File: config.mk
export PLATFORM = sky130hd
export DESIGN_NAME = crt_sync_decoder_flat
export DESIGN_NICKNAME = d
export VERILOG_FILES = /design/src/rtl/crt_sync_decoder_pkg.sv /design/src/rtl/crt_sync_decoder_if.sv /design/src/rtl/crt_sync_decoder_edge_sampler.sv /design/src/rtl/crt_sync_decoder.sv /design/src/flat_wrapper.sv
export SDC_FILE = /design/constraint.sdc
export NUM_CORES = 1
export LEC_CHECK = 0
export CAP_MARGIN = 20
export CELL_PAD_IN_SITES_DETAIL_PLACEMENT = 0
export CELL_PAD_IN_SITES_GLOBAL_PLACEMENT = 1
export CORE_ASPECT_RATIO = 1.5
export CORE_MARGIN = 2
export CORE_UTILIZATION = 42
export CTS_CLUSTER_DIAMETER = 30
export DETAILED_ROUTE_END_ITERATION = 8
export PLACE_DENSITY = 0.89
export SLEW_MARGIN = 25
export SYNTH_ARGS = -nofsm -noshare
export SYNTH_HDL_FRONTEND = slang
export SYNTH_SLANG_ARGS = --single-unit
File: constraint.sdc
create_clock -name clock -period 3.71 [get_ports clock]
set_input_delay 0.742 -clock clock [delete_from_list [all_inputs] [get_ports clock]]
set_output_delay 0.742 -clock clock [all_outputs]
set_load 0.02 [all_outputs]
File: src/rtl/crt_sync_decoder_pkg.sv
// rtl/crt_sync_decoder_pkg.sv - state encoding, default width and sync-normalisation helper
package crt_timing_pkg;

   localparam int CRT_W_DEFAULT = 10;

   typedef enum logic [1:0] {
      ST_SEARCH  = 2'd0,
      ST_MEASURE = 2'd1,
      ST_LOCKED  = 2'd2
   } crt_state_t;

   // Maps a raw sync level onto active-high regardless of pulse polarity.
   function automatic logic sync_normalise(input logic level, input logic active_low);
      return active_low ? ~level : level;
   endfunction

endpackage

File: src/rtl/crt_sync_decoder_if.sv
// rtl/crt_sync_decoder_if.sv - sync inputs and decoded timing outputs (CRT_DECODE_ERRCNT_EN adds err_count)
interface crt_sync_decoder_if #(
   parameter int W = 10
);
   logic         pixel_tick;
   logic         hsync;
   logic         vsync;
   logic [W-1:0] xpos;
   logic [W-1:0] ypos;
   logic [W-1:0] line_total;
   logic [W-1:0] hsync_width;
   logic [W-1:0] frame_lines;
   logic         locked;
   logic         frame_start;
   logic         timing_error;
`ifdef CRT_DECODE_ERRCNT_EN
   logic [7:0]   err_count;

   modport master (
      output pixel_tick, hsync, vsync,
      input  xpos, ypos, line_total, hsync_width, frame_lines,
      input  locked, frame_start, timing_error, err_count
   );

   modport slave (
      input  pixel_tick, hsync, vsync,
      output xpos, ypos, line_total, hsync_width, frame_lines,
      output locked, frame_start, timing_error, err_count
   );
`else
   modport master (
      output pixel_tick, hsync, vsync,
      input  xpos, ypos, line_total, hsync_width, frame_lines,
      input  locked, frame_start, timing_error
   );

   modport slave (
      input  pixel_tick, hsync, vsync,
      output xpos, ypos, line_total, hsync_width, frame_lines,
      output locked, frame_start, timing_error
   );
`endif
endinterface

File: src/rtl/crt_sync_decoder_edge_sampler.sv
// rtl/crt_sync_decoder_edge_sampler.sv - tick-gated sync sampling with leading/trailing edge detection
module crt_edge_sampler
   import crt_timing_pkg::*;
#(
   parameter bit ACTIVE_LOW = 1'b1
) (
   input  logic clock,
   input  logic reset,
   input  logic tick,
   input  logic sync,
   output logic active,
   output logic lead,
   output logic trail
);

   logic cur_raw;
   logic prev_raw;
   logic cur_act;
   logic prev_act;

   always_ff @(posedge clock) begin
      if (reset) begin
         cur_raw  <= ACTIVE_LOW;
         prev_raw <= ACTIVE_LOW;
      end else if (tick) begin
         cur_raw  <= sync;
         prev_raw <= cur_raw;
      end
   end

   assign cur_act  = sync_normalise(cur_raw, ACTIVE_LOW);
   assign prev_act = sync_normalise(prev_raw, ACTIVE_LOW);

   // Edges are only meaningful to the consumer on a tick, so qualify them here.
   assign active = cur_act;
   assign lead   = tick & cur_act & ~prev_act;
   assign trail  = tick & ~cur_act & prev_act;

endmodule

File: src/rtl/crt_sync_decoder.sv
// rtl/crt_sync_decoder.sv - CRT sync decoder: position counters, measurements and lock FSM (CRT_DECODE_ERRCNT_EN adds err_count)
module crt_sync_decoder
   import crt_timing_pkg::*;
#(
   parameter int W               = CRT_W_DEFAULT,
   parameter int SYNC_ACTIVE_LOW = 1,
   parameter int LOCK_FRAMES     = 2
) (
   input  logic              clock,
   input  logic              reset,
   crt_sync_decoder_if.slave bus
);

   function automatic logic [W-1:0] sat_inc(input logic [W-1:0] v);
      return (&v) ? v : v + W'(1);
   endfunction

   logic h_active;
   logic h_lead;
   logic h_trail;
   logic v_active;
   logic v_lead;
   logic v_trail;
   logic unused_vs;

   logic [W-1:0] pix_cnt;
   logic [W-1:0] width_cnt;
   logic [W-1:0] ypos_r;
   logic [W-1:0] line_total_r;
   logic [W-1:0] hsync_width_r;
   logic [W-1:0] frame_lines_r;
   logic         frame_start_r;

   crt_state_t   state;
   crt_state_t   state_n;
   logic [W-1:0] ref_line;
   logic [W-1:0] ref_line_n;
   logic [W-1:0] ref_lines;
   logic [W-1:0] ref_lines_n;
   logic [2:0]   match_cnt;
   logic [2:0]   match_n;
   logic [2:0]   match_inc;
   logic         armed;
   logic         armed_n;
   logic         locked_r;
   logic         locked_n;
   logic         error_r;
   logic         error_n;
   logic [W-1:0] line_meas;
   logic [W-1:0] lines_meas;

   crt_edge_sampler #(.ACTIVE_LOW(SYNC_ACTIVE_LOW != 0)) u_hs (
      .clock  (clock),
      .reset  (reset),
      .tick   (bus.pixel_tick),
      .sync   (bus.hsync),
      .active (h_active),
      .lead   (h_lead),
      .trail  (h_trail)
   );

   crt_edge_sampler #(.ACTIVE_LOW(SYNC_ACTIVE_LOW != 0)) u_vs (
      .clock  (clock),
      .reset  (reset),
      .tick   (bus.pixel_tick),
      .sync   (bus.vsync),
      .active (v_active),
      .lead   (v_lead),
      .trail  (v_trail)
   );

   assign unused_vs = v_active ^ v_trail;

   always_ff @(posedge clock) begin
      if (reset) begin
         pix_cnt       <= '0;
         width_cnt     <= '0;
         ypos_r        <= '0;
         line_total_r  <= '0;
         hsync_width_r <= '0;
         frame_lines_r <= '0;
         frame_start_r <= 1'b0;
      end else begin
         frame_start_r <= v_lead;
         if (bus.pixel_tick) begin
            if (h_lead) begin
               line_total_r <= sat_inc(pix_cnt);
               pix_cnt      <= '0;
            end else begin
               pix_cnt <= sat_inc(pix_cnt);
            end

            if (h_trail) begin
               hsync_width_r <= width_cnt;
               width_cnt     <= '0;
            end else if (h_lead) begin
               width_cnt <= W'(1);
            end else if (h_active) begin
               width_cnt <= sat_inc(width_cnt);
            end

            // A coincident vs edge takes priority over the hs line increment.
            if (v_lead) begin
               frame_lines_r <= sat_inc(ypos_r);
               ypos_r        <= '0;
            end else if (h_lead) begin
               ypos_r <= sat_inc(ypos_r);
            end
         end
      end
   end

   // Use the line length being recorded this cycle when hs and vs edges coincide.
   assign line_meas  = h_lead ? sat_inc(pix_cnt) : line_total_r;
   assign lines_meas = sat_inc(ypos_r);
   assign match_inc  = match_cnt + 3'd1;

   always_ff @(posedge clock) begin
      if (reset) begin
         state     <= ST_SEARCH;
         ref_line  <= '0;
         ref_lines <= '0;
         match_cnt <= '0;
         armed     <= 1'b0;
         locked_r  <= 1'b0;
         error_r   <= 1'b0;
      end else begin
         state     <= state_n;
         ref_line  <= ref_line_n;
         ref_lines <= ref_lines_n;
         match_cnt <= match_n;
         armed     <= armed_n;
         locked_r  <= locked_n;
         error_r   <= error_n;
      end
   end

   always_comb begin
      state_n     = state;
      ref_line_n  = ref_line;
      ref_lines_n = ref_lines;
      match_n     = match_cnt;
      armed_n     = armed;
      locked_n    = locked_r;
      error_n     = 1'b0;
      case (state)
         ST_SEARCH: begin
            if (v_lead) begin
               state_n = ST_MEASURE;
               armed_n = 1'b1;
               // The frame in progress at reset is partial, so it only arms measurement.
               if (armed) begin
                  ref_line_n  = line_meas;
                  ref_lines_n = lines_meas;
                  match_n     = 3'd1;
               end else begin
                  ref_line_n  = '0;
                  ref_lines_n = '0;
                  match_n     = 3'd0;
               end
            end
         end
         ST_MEASURE: begin
            if (v_lead) begin
               if ((line_meas == ref_line) && (lines_meas == ref_lines)) begin
                  match_n = match_inc;
                  if (match_inc >= 3'(LOCK_FRAMES)) begin
                     state_n  = ST_LOCKED;
                     locked_n = 1'b1;
                  end
               end else begin
                  ref_line_n  = line_meas;
                  ref_lines_n = lines_meas;
                  match_n     = 3'd1;
               end
            end
         end
         ST_LOCKED: begin
            if ((h_lead && (line_meas != ref_line)) ||
                (v_lead && (lines_meas != ref_lines))) begin
               error_n  = 1'b1;
               locked_n = 1'b0;
               state_n  = ST_SEARCH;
            end
         end
         default: begin
            state_n  = ST_SEARCH;
            locked_n = 1'b0;
         end
      endcase
   end

`ifdef CRT_DECODE_ERRCNT_EN
   logic [7:0] err_count_r;

   always_ff @(posedge clock) begin
      if (reset) begin
         err_count_r <= '0;
      end else if (error_n && (err_count_r != 8'hFF)) begin
         err_count_r <= err_count_r + 8'd1;
      end
   end

   assign bus.err_count = err_count_r;
`endif

   assign bus.xpos         = pix_cnt;
   assign bus.ypos         = ypos_r;
   assign bus.line_total   = line_total_r;
   assign bus.hsync_width  = hsync_width_r;
   assign bus.frame_lines  = frame_lines_r;
   assign bus.locked       = locked_r;
   assign bus.frame_start  = frame_start_r;
   assign bus.timing_error = error_r;

endmodule

File: src/flat_wrapper.sv
// flat-port wrapper written by rule: the top's interface ports become plain ports
module crt_sync_decoder_flat import crt_timing_pkg::*;
#(
   parameter int W               = CRT_W_DEFAULT,
   parameter int SYNC_ACTIVE_LOW = 1,
   parameter int LOCK_FRAMES     = 2
)
  (clock, reset, bus_pixel_tick, bus_hsync, bus_vsync, bus_xpos, bus_ypos, bus_line_total, bus_hsync_width, bus_frame_lines, bus_locked, bus_frame_start, bus_timing_error);
  crt_sync_decoder_if #(.W(W)) bus_i ();
  input  logic clock;
  input  logic reset;
  input wire logic [$bits(bus_i.pixel_tick)-1:0] bus_pixel_tick;
  input wire logic [$bits(bus_i.hsync)-1:0] bus_hsync;
  input wire logic [$bits(bus_i.vsync)-1:0] bus_vsync;
  output wire logic [$bits(bus_i.xpos)-1:0] bus_xpos;
  output wire logic [$bits(bus_i.ypos)-1:0] bus_ypos;
  output wire logic [$bits(bus_i.line_total)-1:0] bus_line_total;
  output wire logic [$bits(bus_i.hsync_width)-1:0] bus_hsync_width;
  output wire logic [$bits(bus_i.frame_lines)-1:0] bus_frame_lines;
  output wire logic [$bits(bus_i.locked)-1:0] bus_locked;
  output wire logic [$bits(bus_i.frame_start)-1:0] bus_frame_start;
  output wire logic [$bits(bus_i.timing_error)-1:0] bus_timing_error;
  assign bus_i.pixel_tick = bus_pixel_tick;
  assign bus_i.hsync = bus_hsync;
  assign bus_i.vsync = bus_vsync;
  assign bus_xpos = bus_i.xpos;
  assign bus_ypos = bus_i.ypos;
  assign bus_line_total = bus_i.line_total;
  assign bus_hsync_width = bus_i.hsync_width;
  assign bus_frame_lines = bus_i.frame_lines;
  assign bus_locked = bus_i.locked;
  assign bus_frame_start = bus_i.frame_start;
  assign bus_timing_error = bus_i.timing_error;
  crt_sync_decoder #(.W(W), .SYNC_ACTIVE_LOW(SYNC_ACTIVE_LOW), .LOCK_FRAMES(LOCK_FRAMES)) u_core (.clock(clock), .reset(reset), .bus(bus_i));
endmodule
# --- Yosys cells after proc, flatten, opt, wreduce, memory -nomap -nowiden ---
# Index checks and enable logic that the tools add are counted.
op_classes:
  addsub: 4
  n_lt_le_gt_ge: 1
  eq_ne: 14
  n_mux: 37
  bitwise_logic: 11
  reduce_logical: 20
ops:
  columns: ["operator", "count"]
  rows:
  - ["$mux 10", 18]
  - ["$pmux 10 s2", 2]
  - ["$add 10x1->10 const B", 3]
  - ["$reduce_and 10->1", 3]
  - ["$eq 10x10->1", 2]
  - ["$ne 10x10->1", 2]
  - ["$mux 2", 5]
  - ["$ne 2x1->1 const B", 5]
  - ["$reduce_and 5->1", 2]
  - ["$mux 3", 3]
  - ["$reduce_and 2->1", 4]
  - ["$and 1x1->1", 6]
  - ["$mux 1", 6]
  - ["$ne 3x1->1 const B", 2]
  - ["$pmux 2 s3", 1]
  - ["$pmux 3 s2", 1]
  - ["$reduce_and 3->1", 2]
  - ["$not 1->1", 5]
  - ["$reduce_and 4->1", 1]
  - ["$reduce_bool 2->1", 2]
  - ["$add 3x1->3 const B", 1]
  - ["$ge 3x2->1 const B", 1]
  - ["$logic_and 1x1->1", 3]
  - ["$pmux 1 s3", 1]
  - ["other kinds (6)", 6]
word_totals:
  ff_bits: 93
  input_bits: 5
  output_inout_bits: 53
  word_cells: 105

# --- Logic depth before layout (Yosys ltp) ---
logic_depth:
  depth_word: 9
  depth_mapped: 13
  ltp_nobuf: 10

# --- Cells and area by module ---
# A second synthesis with hierarchy kept.
hier_totals:
  hier_cells: 662
  area_unflattened_um2: 5261.3
modules_own_cells:
  columns: ["mod", "instances", "cells_per_inst", "area_each_um2", "seq_area_each_um2"]
  rows:
  - ["crt_sync_decoder", 1, 640, 5091.1, 1781.7]
  - ["crt_edge_sampler", 2, 11, 85.1, 40.0]

# --- Worst setup path after synthesis ---
# OpenSTA, ideal clock, no wires.
synth_timing:
  path_type: "reg-to-reg"
  from: "reg u_core.ypos_r[0], in the netlist u_core.bus.ypos[0]"
  to: "reg u_core.ref_lines[8]"
  t_arrival_ps: 3221
  path_slack_ps: 368
  path_stages_with_launch: 13
  n_path_buf: 2
  synth_period_minus_slack_ps: 3342
  cell_sequence: "dfxtp_1 -> ha_1 -> buf_2 -> nand3_2 -> nor3_2 -> mux2i_1 -> xor2_1 -> nand3_1 -> nor3_4 -> nor4b_4 -> nor2_4 -> buf_6 -> mux2_4"
synth_between:
  elab_chain_cells: 6
  elab_cells_between_ends: 12
synth_lines:
  columns: ["item", "line_no", "text"]
  rows:
  - ["start: declaration", "crt_sync_decoder.sv:28", "logic [W-1:0] ypos_r;"]
  - ["start signal: assignment", "crt_sync_decoder.sv:107", "ypos_r <= sat_inc(ypos_r);"]
  - ["$add 10x1->10 / $reduce_and 10->1 (equally long branches)", "crt_sync_decoder.sv:15", "return (&v) ? v : v + W'(1);"]
  - ["$mux 10 *", "crt_sync_decoder.sv:15", null]
  - ["$eq 10x10->1", "crt_sync_decoder.sv:165", "if ((line_meas == ref_line) && (lines_meas == ref_lines)) begin"]
  - ["$logic_and 1x1->1", "crt_sync_decoder.sv:165", null]
  - ["$ne 2x2->1 (no line)", null, null]
  - ["$reduce_and 4->1 (no line)", null, null]
  - ["end signal: assignment", "crt_sync_decoder.sv:130", "ref_lines <= ref_lines_n;"]
  - ["end: declaration", "crt_sync_decoder.sv:38", "logic [W-1:0] ref_lines;"]
# Every way passes the cells marked *; elsewhere a longest branch is shown, timed or not. The select of a mux whose other input is x is not followed.
# A chain may end at the register's enable or synchronous reset.

# --- Final worst setup path ---
layout_timing:
  from: "reg u_core.pix_cnt[0], in the netlist u_core.bus.xpos[0]"
  to: "reg u_core.locked_r, in the netlist u_core.bus.locked"
layout_between:
  elab_chain_cells: 8
  elab_cells_between_ends: 12
layout_lines:
  columns: ["item", "line_no", "text"]
  rows:
  - ["start: declaration", "crt_sync_decoder.sv:26", "logic [W-1:0] pix_cnt;"]
  - ["start signal: assignment", "crt_sync_decoder.sv:90", "pix_cnt <= sat_inc(pix_cnt);"]
  - ["$add 10x1->10 / $reduce_and 10->1 (equally long branches)", "crt_sync_decoder.sv:15", null]
  - ["$mux 10 *", "crt_sync_decoder.sv:15", null]
  - ["$mux 10 *", "crt_sync_decoder.sv:114", "assign line_meas = h_lead ? sat_inc(pix_cnt) : line_total_r;"]
  - ["$ne 10x10->1", "crt_sync_decoder.sv:179", "if ((h_lead && (line_meas != ref_line)) ||"]
  - ["$logic_and 1x1->1", "crt_sync_decoder.sv:179", null]
  - ["$logic_or 1x1->1", "crt_sync_decoder.sv:179", null]
  - ["$ne 2x1->1 (no line)", null, null]
  - ["$reduce_and 5->1 (no line) *", null, null]
  - ["end signal: assignment", "crt_sync_decoder.sv:133", "locked_r <= locked_n;"]
  - ["end: declaration", "crt_sync_decoder.sv:45", "logic locked_r;"]
# Every way passes the cells marked *; elsewhere a longest branch is shown, timed or not.

==> results.sh <==
export IMPL_status="completed"
export IMPL_dieArea_um2=12250
export IMPL_crit_start="u_core.bus.xpos[0]$_SDFFE_PP0P_"
export IMPL_r2r_worst_path_cells=11
export IMPL_cts_max_path_buffers=2
export IMPL_peakVddDrop_mv=0.2034
export IMPL_synth_top_cell_area_share_pct=39.01
export IMPL_grt_overflow_total=0
export IMPL_leakage_nw=2.053
export IMPL_drc_errors=0
export IMPL_rrSetupSlack_ns=0.39
export IMPL_io_buffers=57
export IMPL_drv_slew=0
export IMPL_synthArstFlopShare_pct=0
export IMPL_grt_setup_unrepaired="false"
export IMPL_crit_type="flop to flop"
export IMPL_antenna_found_initial=0
export IMPL_gp_congestion=0.8826
export IMPL_wl_per_cell_um=15.16
export IMPL_hold_ws_ns=0.4551
export IMPL_synth_flop_cell="dfxtp_1"
export IMPL_clock_latency_ns=0.35
export IMPL_cts_tree="built"
export IMPL_root_buffer="clkbuf_16"
export IMPL_cp_endpoint="u_core.bus.locked$_SDFFE_PP0P_"
export IMPL_htreeDepth=3
export IMPL_arrival_ns=3.58
export IMPL_ios=58
export IMPL_finalNonFillerCells=797
export IMPL_skew_ns=0.006083
export IMPL_die_width_um=91.03
export IMPL_setup_tns_ns=0
export IMPL_yosysTopAreaCell="dfxtp_1"
export IMPL_synthTopCellsByArea="dfxtp_1 39%, nand2_1 5.7%, nor2_1 5.7%"
export IMPL_relSlewSlack_pct=52.45
export IMPL_postPlaceCellArea_um2=5582
export IMPL_ant_nets=0
export IMPL_syn_area_um2=4772
export IMPL_start_util_pct=43.16
export IMPL_ys_warn_count=0
export IMPL_p_sw_w=0.0005318
export IMPL_netSwitchingFraction_pct=24.80
export IMPL_firstDrtPassIters=5
export IMPL_grt_total_usage_pct=19.73
export IMPL_post_route_period_util_pct=89.49
export IMPL_setup_viol=0
export IMPL_post_cts_resized=0
export IMPL_vias_per_cell=5.483
export IMPL_required_ns=3.97
export IMPL_fill_cells=1098
export IMPL_synthCells=585
export IMPL_power_density_nw_per_um2=364.5
export IMPL_yosysSeqAreaShare_pct=39.01
export IMPL_cts_num_sinks=93
export IMPL_max_freq_mhz=301.2
export IMPL_clkPwrFrac_pct=43.8
export IMPL_worst_pin_slew_ns=0.7107
export IMPL_clkTransAtPathRegs_ns=0.07
export IMPL_syn2layout_area_growth_pct=23.26
export IMPL_wirelength_um=12080
export IMPL_mostFrequentLayoutCells="93 x dfxtp_1, 73 x nand2_1, 73 x nor2_1, 56 x clkdlybuf4s50_1, 46 x a21oi_1"
export IMPL_hold_viol=0
export IMPL_grt_max_degree=37
export IMPL_power_share_sequential_pct=47.8
export IMPL_final_common_cell="dfxtp_1"
export IMPL_cp_max_fo=7
export IMPL_hold_buffers=0
export IMPL_synthesis_nets=595
export IMPL_grt_pass1_wl_um=19640
export IMPL_std_cell_rows=47
export IMPL_cp_end_kind="flop"
export IMPL_final_area_um2=5882
export IMPL_p_int_w=0.001612
export IMPL_synth_ff_latch_count=93
export IMPL_cts_buffers=9
export IMPL_rr_startpoint="u_core.bus.xpos[0]$_SDFFE_PP0P_"
export IMPL_synth_cell_types=67
export IMPL_comb_power_share_pct=8.4
export IMPL_drive_gt1_share_pct=10.00
export IMPL_grt_pass1_vias=4112
export IMPL_drv_cap=0
export IMPL_hpwl_um=8925
export IMPL_r2r_end="u_core.bus.locked$_SDFFE_PP0P_"
export IMPL_drtIter0Drc=207
export IMPL_nNetsFinal=655
export IMPL_syn_avg_cell_area_um2=8.157
export IMPL_fin_crit_ns=3.320
export IMPL_synth_edf_count=0
export IMPL_num_antenna_cells=0
export IMPL_post_cts_repair_setup_buffers=0
export IMPL_dieHeight_um=134.6
export IMPL_cp_start_kind="flop"
export IMPL_vias=4370
export IMPL_placed_cells=781
export IMPL_core_um2=11060
export IMPL_holdCritPathClass="flop to flop"
-- cell usage after synthesis (all sizes together) (2+ instances only) --
| library cell | instances |
|---|---|
| nor2 | 74 |
| clkbuf | 24 |
| xnor2 | 19 |
| nand2 | 73 |
| xor2 | 10 |
| nor3 | 13 |
| and3 | 11 |
| o41ai | 2 |
| and2 | 2 |
| a31oi | 9 |
| o211ai | 6 |
| or3 | 8 |
| buf | 12 |
| a2111oi | 2 |
| mux2 | 7 |
| or2 | 4 |
| o21bai | 2 |
| ha | 5 |
| dfxtp | 93 |
| nor3b | 2 |
| mux2i | 15 |
| a211o | 2 |
| nand2b | 15 |
| o21a | 4 |
| nand4 | 11 |
| a22o | 2 |
| inv | 11 |
| or4b | 2 |
| o221ai | 2 |
| o21ai | 22 |
| and4 | 4 |
| a21oi | 46 |
| a22oi | 7 |
| nor2b | 18 |
| nand3 | 20 |
| a211oi | 7 |
-- metal layers --
layer | track usage (%) | share of wire (%)
met5 | 0 | 0
met4 | 9.428 | 3.4
met3 | 3.571 | 3.3
met2 | 35.68 | 52
met1 | 22.25 | 41
-- power by group through the flow --
| stage | combinational, W | sequential [W] | clock, W |
|---|---|---|---|
| finish | 0.000180 | 0.00103 | 0.000938 |
| global route | 0.000196 | 0.00103 | 0.000997 |
| CTS | 0.000180 | 0.00103 | 0.000955 |
| detailed placement | 0.000180 | 0.00105 | 0 |
| global placement | 0.000177 | 0.00105 | 0 |
| floorplan | 0.000107 | 0.00105 | 0 |
-- how the worst min path moves through the flow --
stage | from | to | cells past startpoint
after floorplan | u_core.width_cnt[8]$_SDFFE_PP0P_ | u_core.bus.hsync_width[8]$_SDFFE_PP0P_ | 2
after global placement | u_core.bus.hsync_width[9]$_SDFFE_PP0P_ | u_core.bus.hsync_width[9]$_SDFFE_PP0P_ | 2
after detailed placement | u_core.bus.frame_lines[4]$_SDFFE_PP0P_ | u_core.bus.frame_lines[4]$_SDFFE_PP0P_ | 2
after CTS | u_core.bus.frame_lines[4]$_SDFFE_PP0P_ | u_core.bus.frame_lines[4]$_SDFFE_PP0P_ | 2
after global routing | u_core.bus.frame_lines[4]$_SDFFE_PP0P_ | u_core.bus.frame_lines[4]$_SDFFE_PP0P_ | 2
final | u_core.bus.frame_lines[4]$_SDFFE_PP0P_ | u_core.bus.frame_lines[4]$_SDFFE_PP0P_ | 2
-- state kept, by name (all words and copies together), names as in the netlist, 2 cells and up --
signal,flops
u_core.bus.frame_lines,10
u_core.bus.hsync_width,10
u_core.bus.line_total,10
u_core.bus.xpos,10
u_core.bus.ypos,10
u_core.match_cnt,3
u_core.ref_line,10
u_core.ref_lines,10
u_core.state,2
u_core.width_cnt,10
-- critical path, cell delays in order, from the launching register on --
cell and delay, ns:
dfxtp_1 0.44, ha_1 0.28, and3_1 0.37, a31oi_4 0.16, and3_1 0.24, xnor2_1 0.22, a21oi_1 0.15, a2111o_1 0.52
nor4b_4 0.35, buf_4 0.21, a21oi_1 0.07, o32ai_1 0.22
-- cell type report --
cell class | count | area [um2] | share of cell area [%]
multi-input combinational | 445 | 2706 | 46.01
sequential | 93 | 1862 | 31.65
timing repair buffer | 85 | 788.3 | 13.40
clock buffer | 10 | 229.0 | 3.893
tap | 147 | 183.9 | 3.127
clock inverter | 6 | 71.32 | 1.213
inverter | 11 | 41.29 | 0.7020
-- cell families after synthesis --
group                    after synthesis  share of synthesized area (%)
AO/OA/AOI/OAI                        126                          17.41
XOR/XNOR                              29                          5.322
buffers and inverters                 47                          4.274
flip-flops                            93                          39.01
AND/OR/NAND/NOR                      263                          27.71
adder cells (fa/ha/maj)                5                          1.311
multiplexers                          22                          4.955
-- per-stage QoR --
stage | power, W | setup WS (ns) | utilization, %
6_report | 0.002144 | 0.3901 | 53.20
3_3_place_gp | 0.001225 | 0.1676 | 50.49
2_1_floorplan | 0.001160 | 0.3682 | -
5_1_grt | 0.002220 | 0.09064 | 53.20
4_1_cts | 0.002161 | 0.3999 | 53.20
3_5_place_dp | 0.001228 | 0.06096 | 50.49
Power figures use the tool's default switching activity.
